## src/rtl/button_debounce.sv

```systemverilog
// Pushbutton debouncer with press/release/long-press pulses.
// Synchronizes the raw pin, filters bounce, drives LED toggle and press counter.
module button_debounce #(
    parameter int DEBOUNCE_CYCLES = 100000,
    parameter int LONG_CYCLES     = 100000000,
    parameter bit ACTIVE_LOW      = 1'b1
) (
    input  logic       clk,
    input  logic       rst,
    input  logic       btn,
    output logic       level,
    output logic       press,
    output logic       release_pulse,
    output logic       long_press,
    output logic       toggle,
    output logic [7:0] press_count
);

    localparam int DW = $clog2(DEBOUNCE_CYCLES);
    localparam int HW = $clog2(LONG_CYCLES);
    localparam logic [DW-1:0] DB_LAST   = DW'(DEBOUNCE_CYCLES - 1);
    localparam logic [HW-1:0] HOLD_LAST = HW'(LONG_CYCLES - 2);

    typedef enum logic [2:0] {
        IDLE,
        PRESS_WAIT,
        PRESSED,
        HELD,
        RELEASE_WAIT
    } state_t;

    state_t        state;
    logic          sync1;
    logic          sync2;
    logic          active;
    logic          long_done;
    logic [DW-1:0] db_cnt;
    logic [HW-1:0] hold_cnt;

    // Two-flop synchronizer, reset to the released pin level
    always_ff @(posedge clk) begin
        if (rst) begin
            sync1 <= ACTIVE_LOW;
            sync2 <= ACTIVE_LOW;
        end else begin
            sync1 <= btn;
            sync2 <= sync1;
        end
    end

    assign active = sync2 ^ ACTIVE_LOW;

    // Debounce FSM with registered level, pulses, toggle and counter
    always_ff @(posedge clk) begin
        if (rst) begin
            state         <= IDLE;
            db_cnt        <= '0;
            hold_cnt      <= '0;
            long_done     <= 1'b0;
            level         <= 1'b0;
            press         <= 1'b0;
            release_pulse <= 1'b0;
            long_press    <= 1'b0;
            toggle        <= 1'b0;
            press_count   <= 8'd0;
        end else begin
            press         <= 1'b0;
            release_pulse <= 1'b0;
            long_press    <= 1'b0;
            unique case (state)
                IDLE: begin
                    level <= 1'b0;
                    if (active) begin
                        state  <= PRESS_WAIT;
                        db_cnt <= DW'(1);
                    end
                end
                PRESS_WAIT: begin
                    if (!active) begin
                        state <= IDLE;
                    end else if (db_cnt == DB_LAST) begin
                        state       <= PRESSED;
                        level       <= 1'b1;
                        press       <= 1'b1;
                        toggle      <= ~toggle;
                        press_count <= press_count + 8'd1;
                        hold_cnt    <= '0;
                        long_done   <= 1'b0;
                    end else begin
                        db_cnt <= db_cnt + DW'(1);
                    end
                end
                PRESSED: begin
                    if (!active) begin
                        state  <= RELEASE_WAIT;
                        db_cnt <= DW'(1);
                    end else if (hold_cnt == HOLD_LAST) begin
                        state      <= HELD;
                        long_press <= 1'b1;
                        long_done  <= 1'b1;
                        hold_cnt   <= hold_cnt + HW'(1);
                    end else begin
                        hold_cnt <= hold_cnt + HW'(1);
                    end
                end
                HELD: begin
                    if (!active) begin
                        state  <= RELEASE_WAIT;
                        db_cnt <= DW'(1);
                    end
                end
                RELEASE_WAIT: begin
                    if (active) begin
                        // hold count is kept so a bounce does not restart the long timer
                        state <= long_done ? HELD : PRESSED;
                    end else if (db_cnt == DB_LAST) begin
                        state         <= IDLE;
                        level         <= 1'b0;
                        release_pulse <= 1'b1;
                    end else begin
                        db_cnt <= db_cnt + DW'(1);
                    end
                end
                default: state <= IDLE;
            endcase
        end
    end

endmodule
```

## config.mk

```make
export PLATFORM = sky130hd
export DESIGN_NAME = button_debounce
export DESIGN_NICKNAME = d
export VERILOG_FILES = /design/src/rtl/button_debounce.sv
export SDC_FILE = /design/constraint.sdc
export NUM_CORES = 1
export LEC_CHECK = 0
export CORE_UTILIZATION = 55
export DETAILED_ROUTE_END_ITERATION = 10
export PLACE_DENSITY = 0.74
export SLEW_MARGIN = 40
export SYNTH_ARGS = -nofsm -noshare
export SYNTH_HDL_FRONTEND = slang
export SYNTH_SLANG_ARGS = --single-unit
```

## constraint.sdc

```tcl
create_clock -name clk -period 2.9 [get_ports clk]
set_input_delay 0.29 -clock clk [delete_from_list [all_inputs] [get_ports clk]]
set_output_delay 0.29 -clock clk [all_outputs]
set_load 0.005 [all_outputs]
```

# [Yosys cells after proc, flatten, opt, wreduce, memory -nomap -nowiden]
# Cells that the tools add are included.
[totals] regBits=63 output_inout_bits=13 word_cells=83
[op_classes] addsub=3 n_eq_ne=18 muxes=31 n_bitwise=5 n_reduce_logical=14
[op_table] cell="two-way mux 17 bit" count=5
[op_table] cell="two-way mux 27 bit" count=3
[op_table] cell="case mux 17 bit (4 select lines)" count=1
[op_table] cell="case mux 27 bit (2 select lines)" count=1
[op_table] cell="adder 27 x 1 -> 27 bit, second input constant" count=1
[op_table] cell="== test 27 bit, second input constant" count=1
[op_table] cell="two-way mux 3 bit" count=8
[op_table] cell="AND reduction 5 bit" count=4
[op_table] cell="adder 17 x 1 -> 17 bit, second input constant" count=1
[op_table] cell="== test 17 bit, second input constant" count=1
[op_table] cell="inequality test 2 bit, second input constant" count=8
[op_table] cell="case mux 3 bit (5 select lines)" count=1
[op_table] cell="two-way mux 1 bit" count=10
[op_table] cell="inequality test 3 bit, second input constant" count=3
[op_table] cell="OR reduction 3 bit" count=3
[op_table] cell="adder 8 x 1 -> 8 bit, second input constant" count=1
[op_table] cell="== test 3 x 2 -> 1 bit, second input constant" count=2
[op_table] cell="NOT 1 bit" count=5
[op_table] cell="AND reduction 4 bit" count=1
[op_table] cell="nonzero test 4 bit" count=1
[op_table] cell="== test 3 x 1 -> 1 bit, second input constant" count=1
[op_table] cell="== test 3 bit, second input constant" count=1
[op_table] cell="logical NOT 3 bit" count=1
[op_table] cell="case mux 1 bit (3 select lines)" count=1
[op_table] cell="6 further kinds" count=6

# [Depth between registers and ports, before layout]
# Gate-level depths: netlist (run 1).
[depth] depth_word=4 ltp_mapped=9

# [Least setup slack after synthesis (run 1)]
# No wires, ideal clock.
[synth_path] path_type="register -> register" start="register db_cnt[0]" end="register hold_cnt[18]" setup_time_ns=0.066 arrival_ns=2.080 slack_ns=0.754 path_stages_with_launch=7 n_path_buf=0 cell_sequence="dfxtp_1 -> ha_1 -> and4_1 -> nand4_2 -> a2111o_1 -> or4_4 -> a21oi_2"
[synth_between] elab_chain_len=3
[synth_rtl] item="start, declared" line="37" text="logic [DW-1:0] db_cnt;"
[synth_rtl] item="start signal, assigned" line="90" text="db_cnt <= db_cnt + DW'(1);"
[synth_rtl] item="start signal, assigned" line="121" text="db_cnt <= db_cnt + DW'(1);"
[synth_rtl] item="== test 17 bit" line="81" text="end else if (db_cnt == DB_LAST) begin"
[synth_rtl] item="inequality test 2 bit (no line)"
[synth_rtl] item="AND reduction 4 bit (no line)"
[synth_rtl] item="end signal, assigned" line="101" text="hold_cnt <= hold_cnt + HW'(1);"
[synth_rtl] item="end signal, assigned" line="103" text="hold_cnt <= hold_cnt + HW'(1);"
[synth_rtl] item="end, declared" line="38" text="logic [HW-1:0] hold_cnt;"
# No other way between the ends.
# A chain may end at the register's enable or synchronous reset.

# [Final worst setup path (run 1)]
[layout_path] start="register hold_cnt[2]" end="register state[0]"
[layout_between] elab_chain_len=3
[layout_rtl] item="== test 27 bit" line="97" text="end else if (hold_cnt == HOLD_LAST) begin"
[layout_rtl] item="inequality test 3 bit (no line)"
[layout_rtl] item="AND reduction 5 bit (no line)"
[layout_rtl] item="end signal, assigned" line="115" text="state <= long_done ? HELD : PRESSED;"
[layout_rtl] item="end, declared" line="32" text="state_t state;"
# No other way between the ends.

==> metrics.cfg, run 1 <==
[clock_tree]
clock_latency_ns = 0.34
clock_path_buffers = 2
postCtsHoldBufs = 0
cts_resized = 0
cts_tree = done
cts_sinks = 63
post-cts-setup-buffers = 0
clk_pin_slew_worst_paths_ns = 0.06
numCtsBuffers = 9
cts-root-buf = clkbuf_8
htreeDepth = 3

[global_routing]
grt_pass1_wl_um = 11800
grt_use_total_pct = 24.6
grt_pass1_vias = 2535
overflow = 0
grt_max_degree = 29
grt_antenna_before_repair = 0

[synthesis]
synth_top_area_share_pct = 39.9
synthArstFlopShare_pct = 0
synth_warnings = 0
syn_nets = 376
yosys-top-cells-area = dfxtp_1 (40%), xor2_1 (4.7%), a21oi_1 (4.4%)
avgSynthCellArea_sq_um = 8.56
ys_types = 52
synth_top_cell_by_area = dfxtp_1
synth_seq_cells = 63
synth_top_flop_cell = dfxtp_1
seq_area_frac_synth_pct = 39.9
synth_edf_count = 0
syn_area_sq_um = 3160
syn_inst = 369

[setup_path]
crit_type = reg2reg
required_ns = 3.15
critical_path.startpoint = hold_cnt[2]
r2r_start = hold_cnt[2]
rr_worst_depth = 5
crit_path_start_kind = flip-flop
cp_max_fo = 7
end_kind = flip-flop
worstPathArrival_ns = 2.61
reg2reg_to = state[0]
ff2ff_setup_slack_ns = 0.54
endpoint = state[0]

[timing]
finalCritPeriodShare_pct = 81.5
fin_crit_ns = 2.36
final.setup.tns_ns = 0
timing.fmax_mhz = 423
skew_ns = 0.00361
slew-limit-headroom_pct = 54.8
hold_viol = 0
rsz0062_at_grt = false
finalSetupViolCount = 0
finalWorstSetupSlack_ns = 0.538
drv_slew = 0
tightest_slew_ns = 0.672

[routing]
drtIter0Drc = 200
drtAntennaViolNets = 0
wl_per_cell_um = 15.1
route.detailed.drc = 0
vias = 2755
wirelength_um = 6850
firstDrtPassIters = 5
vias_per_cell = 6.05

[die]
dieWidth_um = 77.8
core_sq_um = 5510
io_pins = 16
start_util_pct = 57.4
die_h_um = 77.8
num_rows = 27
fp.dieArea_sq_um = 6050

[power]
intPower_w = 0.00121
power.net_switching_w = 0.000345
powerDensity_nw_per_um2 = 444
vdd_drop_max_v = 0.000362
power_leakage_nw = 1.09
clkPwrFrac_pct = 40.9
p_comb_share_pct = 3.0
swShare_pct = 22.2
p_seq_share_pct = 56.1

[final_layout]
syn_to_final_growth_pct = 11.0
diodes = 0
layout.nets = 386
drive_gt1_share_pct = 7.83

[placement]
dp_hpwl_um = 4660
io_buffers = 15
gp_congestion = 0.858
dp_slack_ns = 0.478

[hold_path]
hp-class = reg2reg

[flow_run]
max_cap_violations = 0

[status]
status = completed

## power groups by stage
stage | Sequential [W] | Clock [W] | Combinational [W]
final | 0.000874 | 0.000637 | 0.0000466
after detailed placement | 0.000892 | 0 | 0.0000462
after global placement | 0.000892 | 0 | 0.0000456
after global routing | 0.000873 | 0.000688 | 0.0000514
after CTS | 0.000873 | 0.000649 | 0.0000464
after floorplan | 0.000889 | 0 | 0.0000367
## worst max-delay path, cell delays in order, from the launching register on
cell and delay (ns):
dfxtp_1 0.47, or4b_2 0.62, nor4_1 0.51, nand4_1 0.18, a31o_2 0.27, a211oi_1 0.23
## synth_stat cells (12+ instances only)
master / count
o31ai_1: 12
xor2_1: 17
a21oi_1: 28
o21ai_0: 12
dfxtp_1: 63
nor2_1: 36
xnor2_1: 13
nand2_1: 25
nand4_1: 14
nand3_1: 19
## state kept, by name, indices dropped and copies added (netlist names)
name / count
state: 3
db_cnt: 17
long_done: 1
long_press: 1
release_pulse: 1
sync1: 1
sync2: 1
press_count: 8
press: 1
level: 1
hold_cnt: 27
toggle: 1
## cells by family (layout without fill, tap and decap cells)
kind of cell             count (synthesis)  in the layout  share of synthesized area, %
XOR/XNOR                                30             30                          8.32
AND/OR/NAND/NOR                        171            171                          31.6
AO/OA/AOI/OAI                           73             73                          14.7
flip-flops                              63             63                          39.9
buffers and inverters                   27             41                          3.60
multiplexers                             1              1                         0.317
adder cells (fa/ha/maj)                  4              4                          1.58
## cell type report
| cell class | instances | area [sq um] |
|---|---|---|
| clock inverters | 1 | 5.00 |
| flip-flops and latches | 63 | 1260 |
| well taps | 72 | 90.1 |
| inverters | 7 | 26.3 |
| multi-input cells | 279 | 1790 |
| repair buffers | 19 | 180 |
| fillers | 479 | 2000 |
| clock buffers | 14 | 153 |
## layout by cell type, fill, tap and decap left out, types with 2 or more instances in the layout
master	n
dfxtp_1	63
nor2_1	36
a21oi_1	28
nand2_1	25
nand3_1	19
xor2_1	17
clkdlybuf4s50_1	15
nand4_1	14
xnor2_1	13
o31ai_1	12
o21ai_0	12
or4_1	11
or3_1	11
clkbuf_8	10
nor3_1	9
inv_1	7
and3_1	7
and4_1	6
a211oi_1	6
nor4_1	5
ha_1	4
clkbuf_1	4
buf_4	4
a2111oi_0	3
o211ai_1	3
or2_2	3
nor2b_1	3
nand4b_1	3
nand4bb_1	3
nor4bb_1	2
nand2b_1	2
and4bb_2	2
## through the flow
step | std cells | cell area (sq um) | utilization, % | hold slack, ns | total power (W)
5_1_grt | 455 | 3510 | 63.7 | 0.420 | 0.00161
3_3_place_gp | 440 | 3340 | 60.7 | 0.393 | 0.000938
3_5_place_dp | 440 | 3340 | 60.7 | 0.398 | 0.000939
4_1_cts | 455 | 3500 | 63.6 | 0.413 | 0.00157
6_report | 455 | 3510 | 63.7 | 0.410 | 0.00156
2_1_floorplan | 369 | 3160 | - | 0.373 | 0.000926
## routing by layer
| layer | up-vias | global-route usage [%] | routed length [um] |
|---|---|---|---|
| met3 | 8 | 6.47 | 322 |
| li1 | 1384 | - | - |
| met4 | 0 | 8.11 | 97 |
| met2 | 67 | 40.4 | 3250 |
| met1 | 1296 | 31.2 | 3180 |
| met5 | - | 0 | 0 |
## worst min path at each step
stage | startpoint | cells after the start | slack (ns) | to
floorplan | rst | 1 | 0.37 | state[1]
detailed placement | sync1 | 1 | 0.40 | sync2
finish | sync1 | 1 | 0.41 | sync2
CTS | sync1 | 1 | 0.41 | sync2
global placement | sync1 | 1 | 0.39 | sync2
global route | sync1 | 1 | 0.42 | sync2
No activity file was read; power rests on OpenSTA's default activity.
==> run 2: changes to the inputs <==
Clock period 2.9 ns to 2.3 ns, I/O delays scaled along.
==> run 2 against run 1 <==
  * Combinational power increased by 51%
  * Clock power increased by 73%
  * Core utilization increased by 3.9 points
  * Via count increased by 4.6%
  * First-iteration DRC count increased by 39%
  * Largest power group unchanged
  * Critical endpoint is now hold_cnt[18]
  * Clock skew increased by 0.0063 ns
  * Sequential share of layout area decreased by 2.1 points
  * Worst setup slack got worse by 0.40 ns
  * Flip-flop and latch count unchanged
  * Cell count increased by 4.0%
  * Worst hold slack improved by 0.0099 ns
==> metrics.cfg, run 2 (same netlist as run 1, synthesis figures left out) <==
[die]
io_pins = 16  ; unchanged
die_h_um = 77.8  ; unchanged
core_sq_um = 5510  ; unchanged
fp.dieArea_sq_um = 6050  ; unchanged
dieWidth_um = 77.8  ; unchanged
num_rows = 27  ; unchanged
start_util_pct = 57.4  ; unchanged

[setup_path]
cp_max_fo = 6  ; -1
crit_chain = ha_1, and4_4, nand4_2, a2111o_1, or4_4, a21oi_2
crit_path_start_kind = flip-flop
critPathSlowestCell = or4_4
rr_worst_depth = 6  ; +1
worstPathArrival_ns = 2.44  ; -0.17 ns
required_ns = 2.58  ; -0.57 ns
end_kind = flip-flop
crit_type = reg2reg
max_stage_delay_ns = 0.52  ; -0.10 ns

[flow_run]
max_cap_violations = 0  ; unchanged

[routing]
vias = 2883  ; +4.6%
firstDrtPassIters = 5  ; unchanged
wirelength_um = 7280  ; +6.3%
route.detailed.drc = 0  ; unchanged
vias_per_cell = 6.10  ; +0.66%
wl_per_cell_um = 15.4  ; +2.2%
drtAntennaViolNets = 0  ; unchanged
drtIter0Drc = 277  ; +39%

[final_layout]
drive_gt1_share_pct = 13.0  ; +5.1 points
regMostFlops = hold_cnt
layout.nets = 403  ; +4.4%
largestRegisters = hold_cnt x27, db_cnt x17, press_count x8
diodes = 0  ; unchanged
nFillCells = 471  ; -1.7%
layoutNonFillerInstCount = 473  ; +4.0%
multi_input_area_sq_um = 1800  ; +0.56%
largest_register_ffs = 27  ; unchanged
regArea_sq_um = 1260  ; unchanged
final_common_cell = dfxtp_1
layout_common_cells = dfxtp_1 (63), nor2_1 (36), a21oi_1 (28), nand2_1 (25), buf_4 (20)
finish.utilization_pct = 67.6  ; +3.9 points
syn_to_final_growth_pct = 17.9

[timing]
finalSetupViolCount = 0  ; unchanged
fin_crit_ns = 2.17  ; -0.196 ns
final.setup.tns_ns = 0  ; unchanged
drv_slew = 0  ; unchanged
hold_viol = 0  ; unchanged
rsz0062_at_grt = false
timing.fmax_mhz = 462  ; +9.1%
tightest_slew_ns = 0.615  ; -0.0574 ns
slew-limit-headroom_pct = 58.9  ; +4.0 points
finalCritPeriodShare_pct = 94.2  ; +13 points
skew_ns = 0.00988  ; +0.00627 ns

[placement]
io_buffers = 15  ; unchanged
dp_cells = 457  ; +3.9%
gp_congestion = 0.803  ; -6.4%
dp_hpwl_um = 4890  ; +5.1%

[clock_tree]
cts-root-buf = clkbuf_8
numCtsBuffers = 9  ; unchanged
cts_resized = 0  ; unchanged
htreeDepth = 3  ; unchanged
clock_latency_ns = 0.35  ; about the same
clock_path_buffers = 2  ; unchanged
clk_pin_slew_worst_paths_ns = 0.07  ; about the same
post-cts-setup-buffers = 0  ; unchanged
cts_tree = done
postCtsHoldBufs = 0  ; unchanged
cts_sinks = 63  ; unchanged

[global_routing]
overflow = 0  ; unchanged
grt_max_degree = 29  ; unchanged
grt_pass1_wl_um = 12400  ; +5.6%
grt_pass1_vias = 2609  ; +2.9%
grt_use_total_pct = 26.1  ; +1.5 points
grt_antenna_before_repair = 0  ; unchanged

[hold_path]
hold_depth = 1  ; unchanged
hp-class = reg2reg

[power]
intPower_w = 0.00179  ; +48%
fin_total_pwr_w = 0.00227  ; +46%
clkPwrFrac_pct = 48.6  ; +7.7 points
swShare_pct = 21.3  ; -0.91 points
power_leakage_nw = 1.21  ; +12%
vdd_drop_max_v = 0.000366  ; +1.2%
p_seq_share_pct = 48.3  ; -7.8 points
powerDensity_nw_per_um2 = 610  ; +37%
p_comb_share_pct = 3.1  ; about the same
power.net_switching_w = 0.000483  ; +40%

[status]
status = completed

-- run 2: cell count changes in the layout (fill, tap and decap cells not counted), sizes merged --
cell | previous run | this run
buf | 4 | 21
clkbuf | 14 | 13
bufinv | 0 | 2
-- run 2: critical path, delay by kind of cell, from the launching register on --
family / cells / cell delay (ns)
compound gates: 2 / 0.60
flops: 1 / 0.39
simple gates: 3 / 0.90
fa+ha+maj: 1 / 0.22
-- run 2: layer usage --
layer	track usage, %	part of all wire [%]	vias up
met5	0	0	-
met4	8.49	1.1	0
met3	7.06	5.1	14
met2	41.9	48	86
met1	33.7	46	1368
li1	-	-	1415
-- run 2: metrics by stage --
step / hold slack, ns / worst slack [ns] / area [sq um]
after floorplan: 0.313 / 0.154 / 3160
after global placement: 0.393 / 0.148 / 3480
after detailed placement: 0.404 / 0.104 / 3490
after CTS: 0.422 / 0.0662 / 3710
after global routing: 0.428 / 0.0133 / 3720
final: 0.420 / 0.134 / 3720
-- run 2: area by class of cell --
type	count	area share [%]
multi-input combinational	279	48.4
sequential	63	33.9
clock inverter	3	1.75
timing repair buffer	36	8.60
clock buffer	13	4.27
tap	72	2.42
inverter	7	0.706
-- run 2: path summary, 6_finish.rpt --
path	slack (ns)	end	from
max	0.13	hold_cnt[18]	db_cnt[0]
min	0.42	sync2	sync1
max reg2reg	0.13	hold_cnt[18]	db_cnt[0]
min reg2reg	0.42	sync2	sync1
-- run 2: power by group through the flow --
stage | clock network [W] | registers (W) | logic (W)
2_1_floorplan | 0 | 0.00112 | 0.0000463
3_3_place_gp | 0 | 0.00112 | 0.0000682
3_5_place_dp | 0 | 0.00112 | 0.0000697
4_1_cts | 0.00111 | 0.00110 | 0.0000697
5_1_grt | 0.00117 | 0.00110 | 0.0000761
6_report | 0.00110 | 0.00110 | 0.0000703
==> run 3: changes to the inputs <==
Settings changed: CELL_PAD_IN_SITES_DETAIL_PLACEMENT from default to 1, CELL_PAD_IN_SITES_GLOBAL_PLACEMENT from default to 1, CORE_ASPECT_RATIO from default to 1.5, CORE_UTILIZATION 55 to 35, PLACE_DENSITY 0.74 to default, PLACE_DENSITY_LB_ADDON from default to 0.1.
==> run 3 against run 2 <==
  * The run now ends with DRC left
  * Fmax increased by 1.2%
  * Combinational power rose by 6.3%
  * Sequential share of layout area is 1.3 points lower
  * Flip-flop and latch count unchanged
==> metrics.cfg, run 3 (same netlist as run 1, synthesis figures left out) <==
[final_layout]
drive_gt1_share_pct = 14.0  ; +1.0 points
diodes = 0  ; unchanged
nFillCells = 1031  ; +120%
layout_common_cells = dfxtp_1 (63), nor2_1 (36), a21oi_1 (28), buf_4 (27), nand2_1 (25)
post-route-cell-area_sq_um = 3870  ; +4.1%
layout.nets = 410  ; +1.7%
regMostFlops = hold_cnt
syn_to_final_growth_pct = 22.7
largestRegisters = hold_cnt x27, db_cnt x17, press_count x8
largest_register_ffs = 27  ; unchanged
final_common_cell = dfxtp_1

[setup_path]
ff2ff_setup_slack_ns = 0.16  ; +0.03 ns
critPathTopFamily = simple AND/OR/NAND/NOR gates
max_stage_delay_ns = 0.53  ; about the same
required_ns = 2.57  ; about the same
critPathSlowestCell = or4_4
critPathBufInv = 0  ; unchanged
crit_cells = 6  ; unchanged
cp_max_fo = 4  ; -2
end_kind = flip-flop
crit_type = reg2reg
endpoint = hold_cnt[18]
worstPathArrival_ns = 2.41  ; -0.03 ns
r2r_start = db_cnt[0]
crit_path_start_kind = flip-flop
reg2reg_to = hold_cnt[18]
critical_path.startpoint = db_cnt[0]
crit_chain = ha_1, and4_1, nand4_2, a2111o_1, or4_4, a21oi_2
rr_worst_depth = 6  ; unchanged

[timing]
finalSetupViolCount = 0  ; unchanged
finalWorstSetupSlack_ns = 0.160  ; +0.0261 ns
fin_crit_ns = 2.14  ; -0.0261 ns
hold_viol = 0  ; unchanged
final.setup.tns_ns = 0  ; unchanged
slew-limit-headroom_pct = 57.7  ; -1.2 points
skew_ns = 0.00525  ; -0.00463 ns
timing.fmax_mhz = 467  ; +1.2%
whs_ns = 0.406  ; -0.0130 ns
drv_slew = 0  ; unchanged
finalCritPeriodShare_pct = 93.1  ; -1.1 points
rsz0062_at_grt = false
tightest_slew_ns = 0.632  ; +0.0176 ns

[global_routing]
grt_pass1_wl_um = 14800  ; +19%
grt_max_degree = 28  ; -3.4%
grt_antenna_before_repair = 0  ; unchanged
overflow = 0  ; unchanged
grt_pass1_vias = 2988  ; +15%
grt_use_total_pct = 20.3  ; -5.7 points

[placement]
place_area_sq_um = 3590  ; +2.9%
dp_slack_ns = 0.156  ; +0.0523 ns
dp_hpwl_um = 6280  ; +29%
gp_congestion = 0.758  ; -5.6%
io_buffers = 15  ; unchanged

[power]
swShare_pct = 21.8  ; +0.53 points
intPower_w = 0.00193  ; +8.0%
fin_total_pwr_w = 0.00247  ; +8.8%
powerDensity_nw_per_um2 = 638  ; +4.5%
p_comb_share_pct = 3.0  ; about the same
p_seq_share_pct = 44.4  ; -3.9 points
power_leakage_nw = 1.27  ; +4.4%
vdd_drop_max_v = 0.000379  ; +3.5%
power.net_switching_w = 0.000539  ; +12%
clkPwrFrac_pct = 52.5  ; +3.9 points

[die]
core_sq_um = 8780  ; +59%
die_h_um = 118  ; +52%
io_pins = 16  ; unchanged
num_rows = 42  ; +56%
dieWidth_um = 79.6  ; +2.3%
fp.dieArea_sq_um = 9420  ; +56%
start_util_pct = 36.0  ; -21 points

[routing]
wl_per_cell_um = 16.7  ; +8.5%
vias = 2873  ; -0.35%
drtIter0Drc = 105  ; -62%
drtAntennaViolNets = 0  ; unchanged
vias_per_cell = 5.56  ; -8.8%
wirelength_um = 8640  ; +19%
route.detailed.drc = 1  ; +1
firstDrtPassIters = 7  ; +2

[clock_tree]
cts_sinks = 63  ; unchanged
htreeDepth = 3  ; unchanged
cts_tree = done
cts-root-buf = clkbuf_16
post-cts-setup-buffers = 0  ; unchanged
numCtsBuffers = 9  ; unchanged
cts_resized = 0  ; unchanged
clock_latency_ns = 0.34  ; about the same
clock_path_buffers = 2  ; unchanged
clk_pin_slew_worst_paths_ns = 0.05  ; -0.02 ns
postCtsHoldBufs = 0  ; unchanged

[status]
violations = DRC
status = complete, but fails checks

[flow_run]
max_cap_violations = 0  ; unchanged

[hold_path]
hp-class = reg2reg

==> run 3: cell count changes in the layout (fill, tap and decap cells not counted), sizes merged <==
cell,before,now
buf,21,28
bufinv,2,0
clkinvlp,0,2
clkinv,1,0
==> run 3: through the flow <==
step / cells / util [%]
finish: 517 / 44.2
global route: 517 / 44.2
CTS: 517 / 44.2
detailed placement: 502 / 40.9
global placement: 502 / 40.8
floorplan: 369 / -
==> run 3: worst min-delay path by stage <==
stage | cells after the start | slack (ns) | start | end
global placement | 1 | 0.40 | sync1 | sync2
CTS | 1 | 0.41 | sync1 | sync2
finish | 1 | 0.41 | sync1 | sync2
global route | 1 | 0.43 | sync1 | sync2
floorplan | 1 | 0.31 | rst | state[1]
detailed placement | 1 | 0.40 | sync1 | sync2
==> run 3: final cells by class <==
type / instances / area (sq um) / share of cell area, %
multi-input combinational: 279 / 1790 / 46.2
sequential: 63 / 1260 / 32.5
timing repair buffer: 43 / 373 / 9.62
clock buffer: 13 / 270 / 6.97
tap: 110 / 138 / 3.55
inverter: 7 / 26.3 / 0.678
clock inverter: 2 / 15.0 / 0.387
==> run 3: routing by layer <==
metal	share of wire, %	vias up	GRT usage [%]
li1	-	1432	-
met1	43	1409	22.3
met2	54	19	36.8
met3	1.7	13	3.47
met4	2.1	0	9.20
met5	0	-	0
==> run 3: worst reg2reg max path, stage by stage, from the launching register on <==
cell      delay, ns
dfxtp_1        0.37
ha_1           0.20
and4_1         0.27
nand4_2        0.11
a2111o_1       0.46
or4_4          0.53
a21oi_2        0.14
==> run 3: power by group through the flow <==
| stage | clock (W) | sequential, W | combinational, W |
|---|---|---|---|
| detailed placement | 0 | 0.00112 | 0.0000755 |
| floorplan | 0 | 0.00112 | 0.0000463 |
| finish | 0.00130 | 0.00110 | 0.0000747 |
| global route | 0.00138 | 0.00110 | 0.0000827 |
| CTS | 0.00133 | 0.00110 | 0.0000762 |
| global placement | 0 | 0.00112 | 0.0000737 |
